### src/rtl/multicore_dispatch.sv
// Multi-core instruction front end: FIFO-buffered masked broadcast plus a signed sum collector.
// Define DISPATCH_PERF_CNT_EN to build the dispatch/stall performance counters.
module multicore_dispatch #(
   parameter int n_core  = 2,
   parameter int inst_bw = 19,
   parameter int mem_bw  = 128,
   parameter int bw_sum  = 24,
   parameter int depth   = 8
) (
   input  logic                                  clk,
   input  logic                                  reset,
   input  logic                                  in_valid,
   output logic                                  in_ready,
   input  logic [inst_bw-1:0]                    in_inst,
   input  logic [mem_bw-1:0]                     in_mem,
   input  logic [n_core-1:0]                     in_mask,
   input  logic                                  in_collect,
   output logic [n_core*inst_bw-1:0]             core_inst,
   output logic [mem_bw-1:0]                     core_mem,
   input  logic [n_core*bw_sum-1:0]              core_sum,
   input  logic [n_core-1:0]                     core_sum_valid,
   output logic [bw_sum+$clog2(n_core)-1:0]      sum_out,
   output logic                                  sum_out_valid,
   output logic                                  busy,
   output logic [31:0]                           stall_cnt,
   output logic [31:0]                           disp_cnt
);

   localparam int AW = $clog2(depth);
   localparam int CW = AW + 1;
   localparam int SW = bw_sum + $clog2(n_core);

   typedef enum logic [1:0] {
      ST_IDLE,
      ST_ARMED,
      ST_DONE
   } col_state_t;

   logic [inst_bw-1:0] r_fifo_inst [depth];
   logic [mem_bw-1:0]  r_fifo_mem  [depth];
   logic [n_core-1:0]  r_fifo_mask [depth];
   logic               r_fifo_col  [depth];

   logic [AW-1:0]      r_wr_ptr;
   logic [AW-1:0]      r_rd_ptr;
   logic [CW-1:0]      r_count;

   logic [n_core*inst_bw-1:0] r_core_inst;
   logic [mem_bw-1:0]         r_core_mem;

   col_state_t         r_state;
   logic [n_core-1:0]  r_cap_mask;
   logic [n_core-1:0]  r_captured;
   logic signed [SW-1:0] r_acc;
   logic [SW-1:0]      r_sum_out;
   logic               r_sum_valid;

   logic               w_push;
   logic               w_empty;
   logic               w_disp;
   logic [inst_bw-1:0] w_head_inst;
   logic [mem_bw-1:0]  w_head_mem;
   logic [n_core-1:0]  w_head_mask;
   logic               w_head_col;
   logic [n_core-1:0]  w_new_cap;
   logic signed [SW-1:0] w_acc_next;
   logic               w_all_done;

   assign in_ready    = (r_count < CW'(depth));
   assign w_push      = in_valid && in_ready;
   assign w_empty     = (r_count == '0);
   assign w_head_inst = r_fifo_inst[r_rd_ptr];
   assign w_head_mem  = r_fifo_mem[r_rd_ptr];
   assign w_head_mask = r_fifo_mask[r_rd_ptr];
   assign w_head_col  = r_fifo_col[r_rd_ptr];

   // A collect head waits until the previous collection has fully retired.
   assign w_disp = !w_empty && !(w_head_col && (r_state != ST_IDLE));

   // NOTE: the FIFO storage has no reset; pointers and count alone decide which entries are valid.
   always_ff @(posedge clk) begin
      if (w_push) begin
         r_fifo_inst[r_wr_ptr] <= in_inst;
         r_fifo_mem[r_wr_ptr]  <= in_mem;
         r_fifo_mask[r_wr_ptr] <= in_mask;
         r_fifo_col[r_wr_ptr]  <= in_collect;
      end
   end

   always_ff @(posedge clk or negedge reset) begin
      if (!reset) begin
         r_wr_ptr <= '0;
         r_rd_ptr <= '0;
         r_count  <= '0;
      end else begin
         if (w_push) r_wr_ptr <= r_wr_ptr + 1'b1;
         if (w_disp) r_rd_ptr <= r_rd_ptr + 1'b1;
         case ({w_push, w_disp})
            2'b10:   r_count <= r_count + 1'b1;
            2'b01:   r_count <= r_count - 1'b1;
            default: r_count <= r_count;
         endcase
      end
   end

   always_ff @(posedge clk or negedge reset) begin
      if (!reset) begin
         r_core_inst <= '0;
         r_core_mem  <= '0;
      end else begin
         for (int i = 0; i < n_core; i++) begin
            r_core_inst[i*inst_bw +: inst_bw] <= (w_disp && w_head_mask[i]) ? w_head_inst : '0;
         end
         if (w_disp) r_core_mem <= w_head_mem;
      end
   end

   // NOTE: every always_comb output gets a default first so no path can infer a latch.
   always_comb begin
      w_new_cap  = r_cap_mask & core_sum_valid & ~r_captured;
      w_acc_next = r_acc;
      for (int i = 0; i < n_core; i++) begin
         if (w_new_cap[i]) begin
            w_acc_next = w_acc_next + SW'($signed(core_sum[i*bw_sum +: bw_sum]));
         end
      end
   end

   assign w_all_done = ((r_captured | w_new_cap) == r_cap_mask);

   always_ff @(posedge clk or negedge reset) begin
      if (!reset) begin
         r_state     <= ST_IDLE;
         r_cap_mask  <= '0;
         r_captured  <= '0;
         r_acc       <= '0;
         r_sum_out   <= '0;
         r_sum_valid <= 1'b0;
      end else begin
         r_sum_valid <= 1'b0;
         case (r_state)
            ST_IDLE: begin
               if (w_disp && w_head_col) begin
                  r_cap_mask <= w_head_mask;
                  r_captured <= '0;
                  r_acc      <= '0;
                  if (w_head_mask == '0) begin
                     r_state     <= ST_DONE;
                     r_sum_out   <= '0;
                     r_sum_valid <= 1'b1;
                  end else begin
                     r_state <= ST_ARMED;
                  end
               end
            end
            ST_ARMED: begin
               r_captured <= r_captured | w_new_cap;
               r_acc      <= w_acc_next;
               if (w_all_done) begin
                  r_state     <= ST_DONE;
                  r_sum_out   <= w_acc_next;
                  r_sum_valid <= 1'b1;
               end
            end
            ST_DONE: r_state <= ST_IDLE;
            default: r_state <= ST_IDLE;
         endcase
      end
   end

   assign core_inst     = r_core_inst;
   assign core_mem      = r_core_mem;
   assign sum_out       = r_sum_out;
   assign sum_out_valid = r_sum_valid;
   assign busy          = !w_empty || (r_state != ST_IDLE);

`ifdef DISPATCH_PERF_CNT_EN
   logic [31:0] r_disp_cnt;
   logic [31:0] r_stall_cnt;

   always_ff @(posedge clk or negedge reset) begin
      if (!reset) begin
         r_disp_cnt  <= '0;
         r_stall_cnt <= '0;
      end else begin
         if (w_disp)              r_disp_cnt  <= r_disp_cnt + 32'd1;
         if (!w_empty && !w_disp) r_stall_cnt <= r_stall_cnt + 32'd1;
      end
   end

   assign disp_cnt  = r_disp_cnt;
   assign stall_cnt = r_stall_cnt;
`else
   assign disp_cnt  = '0;
   assign stall_cnt = '0;
`endif

endmodule

### config.mk
export PLATFORM = sky130hd
export DESIGN_NAME = multicore_dispatch
export DESIGN_NICKNAME = d
export VERILOG_FILES = /design/src/rtl/multicore_dispatch.sv
export SDC_FILE = /design/constraint.sdc
export NUM_CORES = 2
export LEC_CHECK = 0
export BUFFER_PORTS_ARGS = -buffer_cell sky130_fd_sc_hd__buf_4
export CAP_MARGIN = 20
export CORE_MARGIN = 2
export CORE_UTILIZATION = 50
export CTS_CLUSTER_SIZE = 16
export DETAILED_ROUTE_END_ITERATION = 8
export PLACE_DENSITY = 0.75
export SLEW_MARGIN = 25
export SYNTH_ARGS = -nofsm -noshare
export SYNTH_HDL_FRONTEND = slang
export SYNTH_SLANG_ARGS = --single-unit
### constraint.sdc
create_clock -name clk -period 30.1 [get_ports clk]
set_input_delay 4.515 -clock clk [delete_from_list [all_inputs] [get_ports clk]]
set_output_delay 4.515 -clock clk [all_outputs]
set_load 0.02 [all_outputs]
==> flow_metrics.tcl <==
set metrics [dict create \
    nets 3685 \
    max_cap_viol_count 0 \
    die_h_um 339 \
    final.period_utilization_pct 26.6 \
    gr-total-overflow 0 \
    fillers 8187 \
    critPathLaunch "core_sum[0]" \
    reg2reg_depth 8 \
    portBuffers 396 \
    wl_per_cell_um 24.1 \
    via_per_inst 5.67 \
    num_vias 28700 \
    yosys.cell_types.count 61 \
    ys_top_cells_by_area "edfxtp_1, mux4_2, dfrtp_1" \
    drive_gt1_share_pct 28.0 \
    fin_ws_ns 22.10 \
    tritoncts "yes" \
    synth_flop_cell "edfxtp_1" \
    antenna_found_initial 13 \
    place_ws_ns 21.43 \
    gp_congestion 0.884 \
    crit_fanout 7 \
    drt_wl_total_um 122000 \
    finalClockSkew_ns 0.0213 \
    final.min_clock_period_ns 8.00 \
    firstDrtPassIters 6 \
    grt_max_degree 129 \
    cts_made_buffers 147 \
    finalSetupViolations 0 \
    powerDensity_nw_per_um2 99.0 \
    clockBufferDepth 3 \
    critPathArrivalTime_ns 8.65 \
    r2r-start "r_rd_ptr[1]" \
    io_pins 461 \
    slew_headroom_pct 23.6 \
    gr-usage-all-layers_pct 21.0 \
    dieArea_um2 115000 \
    netlist_area_um2 56300 \
    holdPathEnd "sum_out[1]" \
    status "finished, final reports clean" \
    hold_viol 0 \
    rsz0062_at_grt "false" \
    total_leakage_power_nw 23.3 \
    cts-resized-gates 0 \
    detail-route-antenna-nets 0 \
    r2r-end "core_mem[120]" \
    yosysTopAreaCell "edfxtp_1" \
    async_reset_ff_share_pct 16.3 \
    grt_pass1_wl_um 183000 \
    cts_num_sinks 1433 \
    ys_ff_latch 1433 \
    whs_path_depth 2 \
    max_freq_mhz 125 \
    place.detailed.hpwl_um 68000 \
    setup.worst_path.end_class "flop" \
    coreArea_um2 112000 \
    peakVddDrop_mv 0.118 \
    cts-root-buf "clkbuf_16" \
    worst_slew_pin_slew_ns 1.15 \
    clkTransAtPathRegs_ns 0.06 \
    rows 123 \
    slew_viol_final 0 \
    min-delay-start "sum_out[1]" \
    regToRegSetupSlack_ns 25.10 \
    hold_class "flop to flop" \
    avgSynthCellArea_um2 18.9 \
    tns_ns 0 \
    start_util_pct 50.2 \
    yosysTopAreaCellShare_pct 64.0 \
    syn_inst 2974 \
    die_w_um 339 \
    clkLatencyLatePin_ns 0.75 \
    syn_to_final_growth_pct 16.4 \
    yosys_warnings 0 \
    htreeDepth 4 \
    detail_route.iter0.violations 2563 \
    hold_buffers 0 \
    critical_path_required_ns 30.75 \
    cts_setup_buffers 0 \
    synth_edf_count 1200 \
    worst-setup-path-type "primary input to flop" \
    drc 0 \
    cp-start-kind "primary input" \
    ys_seq_area_share_pct 74.4 \
    grt_pass1_vias 29200 \
]
## logic make-up (layout without fill, tap and decap cells)
| logic type | after synthesis | after routing | share of synthesized area, % |
|---|---|---|---|
| fa+ha+maj | 56 | 56 | 1.29 |
| buf+inv | 228 | 740 | 2.05 |
| flops | 1433 | 1433 | 74.4 |
| xor+xnor | 50 | 50 | 0.778 |
| compound gates | 332 | 332 | 3.44 |
| other cells | 1 | 70 | 0.00666 |
| simple gates | 409 | 409 | 3.08 |
| mux | 465 | 465 | 15.0 |
## routing by layer
layer | wire length [um] | up-vias | track usage, %
met5 | 88 | - | 0
met4 | 2610 | 14 | 6.29
met3 | 8380 | 197 | 4.60
met2 | 61200 | 988 | 34.7
met1 | 49600 | 14900 | 28.3
li1 | - | 12600 | -
## metrics by stage
step | cell area (um2) | util [%] | std cells | total power, mW | hold WS, ns
after floorplan | 56500 | - | 3037 | 4.14 | 0.470
after global placement | 60800 | 54.3 | 4776 | 4.76 | 0.462
after detailed placement | 60800 | 54.3 | 4776 | 4.80 | 0.471
after CTS | 65400 | 58.4 | 5048 | 6.55 | 0.484
after global routing | 65500 | 58.5 | 5053 | 6.79 | 0.505
final | 65500 | 58.5 | 5055 | 6.48 | 0.478
## sequential cells by signal, indices dropped and copies added, names as in the netlist, 2 cells and up
| name | flops |
|---|---|
| r_fifo_mem | 1024 |
| r_fifo_inst | 152 |
| core_mem | 128 |
| core_inst | 38 |
| r_acc | 25 |
| sum_out | 25 |
| r_fifo_mask | 16 |
| r_fifo_col | 8 |
| r_count | 4 |
| r_rd_ptr | 3 |
| r_wr_ptr | 3 |
| r_cap_mask | 2 |
| r_captured | 2 |
| r_state | 2 |
## worst max-delay path: stages
cell	delay, ns
buf_4	0.08
ha_1	0.15
inv_1	0.05
fa_1	0.41
nand2b_1	0.19
a21oi_1	0.20
o21ai_0	0.21
o21ai_1	0.30
o21ai_0	0.22
xor2_1	0.18
o21ai_0	0.13
ha_1	0.31
or4_1	0.55
o21ai_1	0.29
o21ai_1	0.16
nand3_1	0.14
and2_1	0.15
xnor2_1	0.12
mux2i_1	0.11
o21ai_0	0.18
## synthesized netlist by cell type (3+ instances only)
cell	n
a211oi_1	4
a21o_1	31
a21oi_1	53
a22o_1	10
a31oi_1	5
buf_1	11
buf_2	47
buf_4	64
clkbuf_1	83
dfrtp_1	233
edfxtp_1	1200
fa_1	3
ha_1	53
inv_1	22
mux2_2	13
mux2i_1	152
mux4_2	300
nand2_1	221
nand2b_1	14
nand3_1	20
nand4_1	8
nor2_1	102
nor2b_1	8
nor3_1	15
nor3b_1	3
nor4_1	6
o211ai_1	5
o21ai_0	183
o21ai_1	7
o21bai_1	7
o22ai_1	3
o31ai_1	4
xnor2_1	27
xor2_1	23
## power breakdown
group          switching [mW]  leakage, nW  internal (mW)  total [mW]
clock network           0.740         2.25          0.994        1.73
registers               0.173         13.7           2.47        2.65
logic                    1.20         7.32          0.906        2.10
## worst max-delay path by stage
stage / to / slack (ns) / cells past startpoint
4_1_cts: sum_out[24] / 22.24 / 18
2_1_floorplan: r_fifo_col[0] / 14.14 / 3
3_5_place_dp: sum_out[24] / 21.43 / 18
3_3_place_gp: sum_out[24] / 21.48 / 18
5_1_grt: sum_out[22] / 21.85 / 20
6_report: sum_out[21] / 22.10 / 20
## cell type report
class	count	area (um2)	area share, %
sequential	1433	41900	63.9
multi-input combinational	1376	13600	20.7
timing repair buffer	445	3450	5.26
tap	1500	1880	2.87
clock inverter	65	552	0.842
antenna	6	15.0	0.0229
clock buffer	207	4080	6.23
inverter	23	86.3	0.132
## cell usage in the layout (no fill, tap or decap), types with 6 or more instances in the layout
cell           n
a21o_1        31
a21oi_1       52
a22o_1        10
buf_4        434
clkbuf_1      46
clkbuf_16    150
clkbuf_8      11
clkinv_1      18
clkinv_2      23
clkinvlp_4     6
conb_1        64
dfrtp_1      230
diode_2        6
edfxtp_1    1200
ha_1          53
inv_1         22
mux2_2        13
mux2i_1      152
mux4_2       300
nand2_1      221
nand2b_1      14
nand3_1       20
nand4_1        8
nor2_1        96
nor2_4         6
nor2b_1        8
nor3_1        13
nor4_1         6
o21ai_0      183
o21ai_1        7
xnor2_1       27
xor2_1        23
Note: power is estimated with default switching activity, not from simulation.
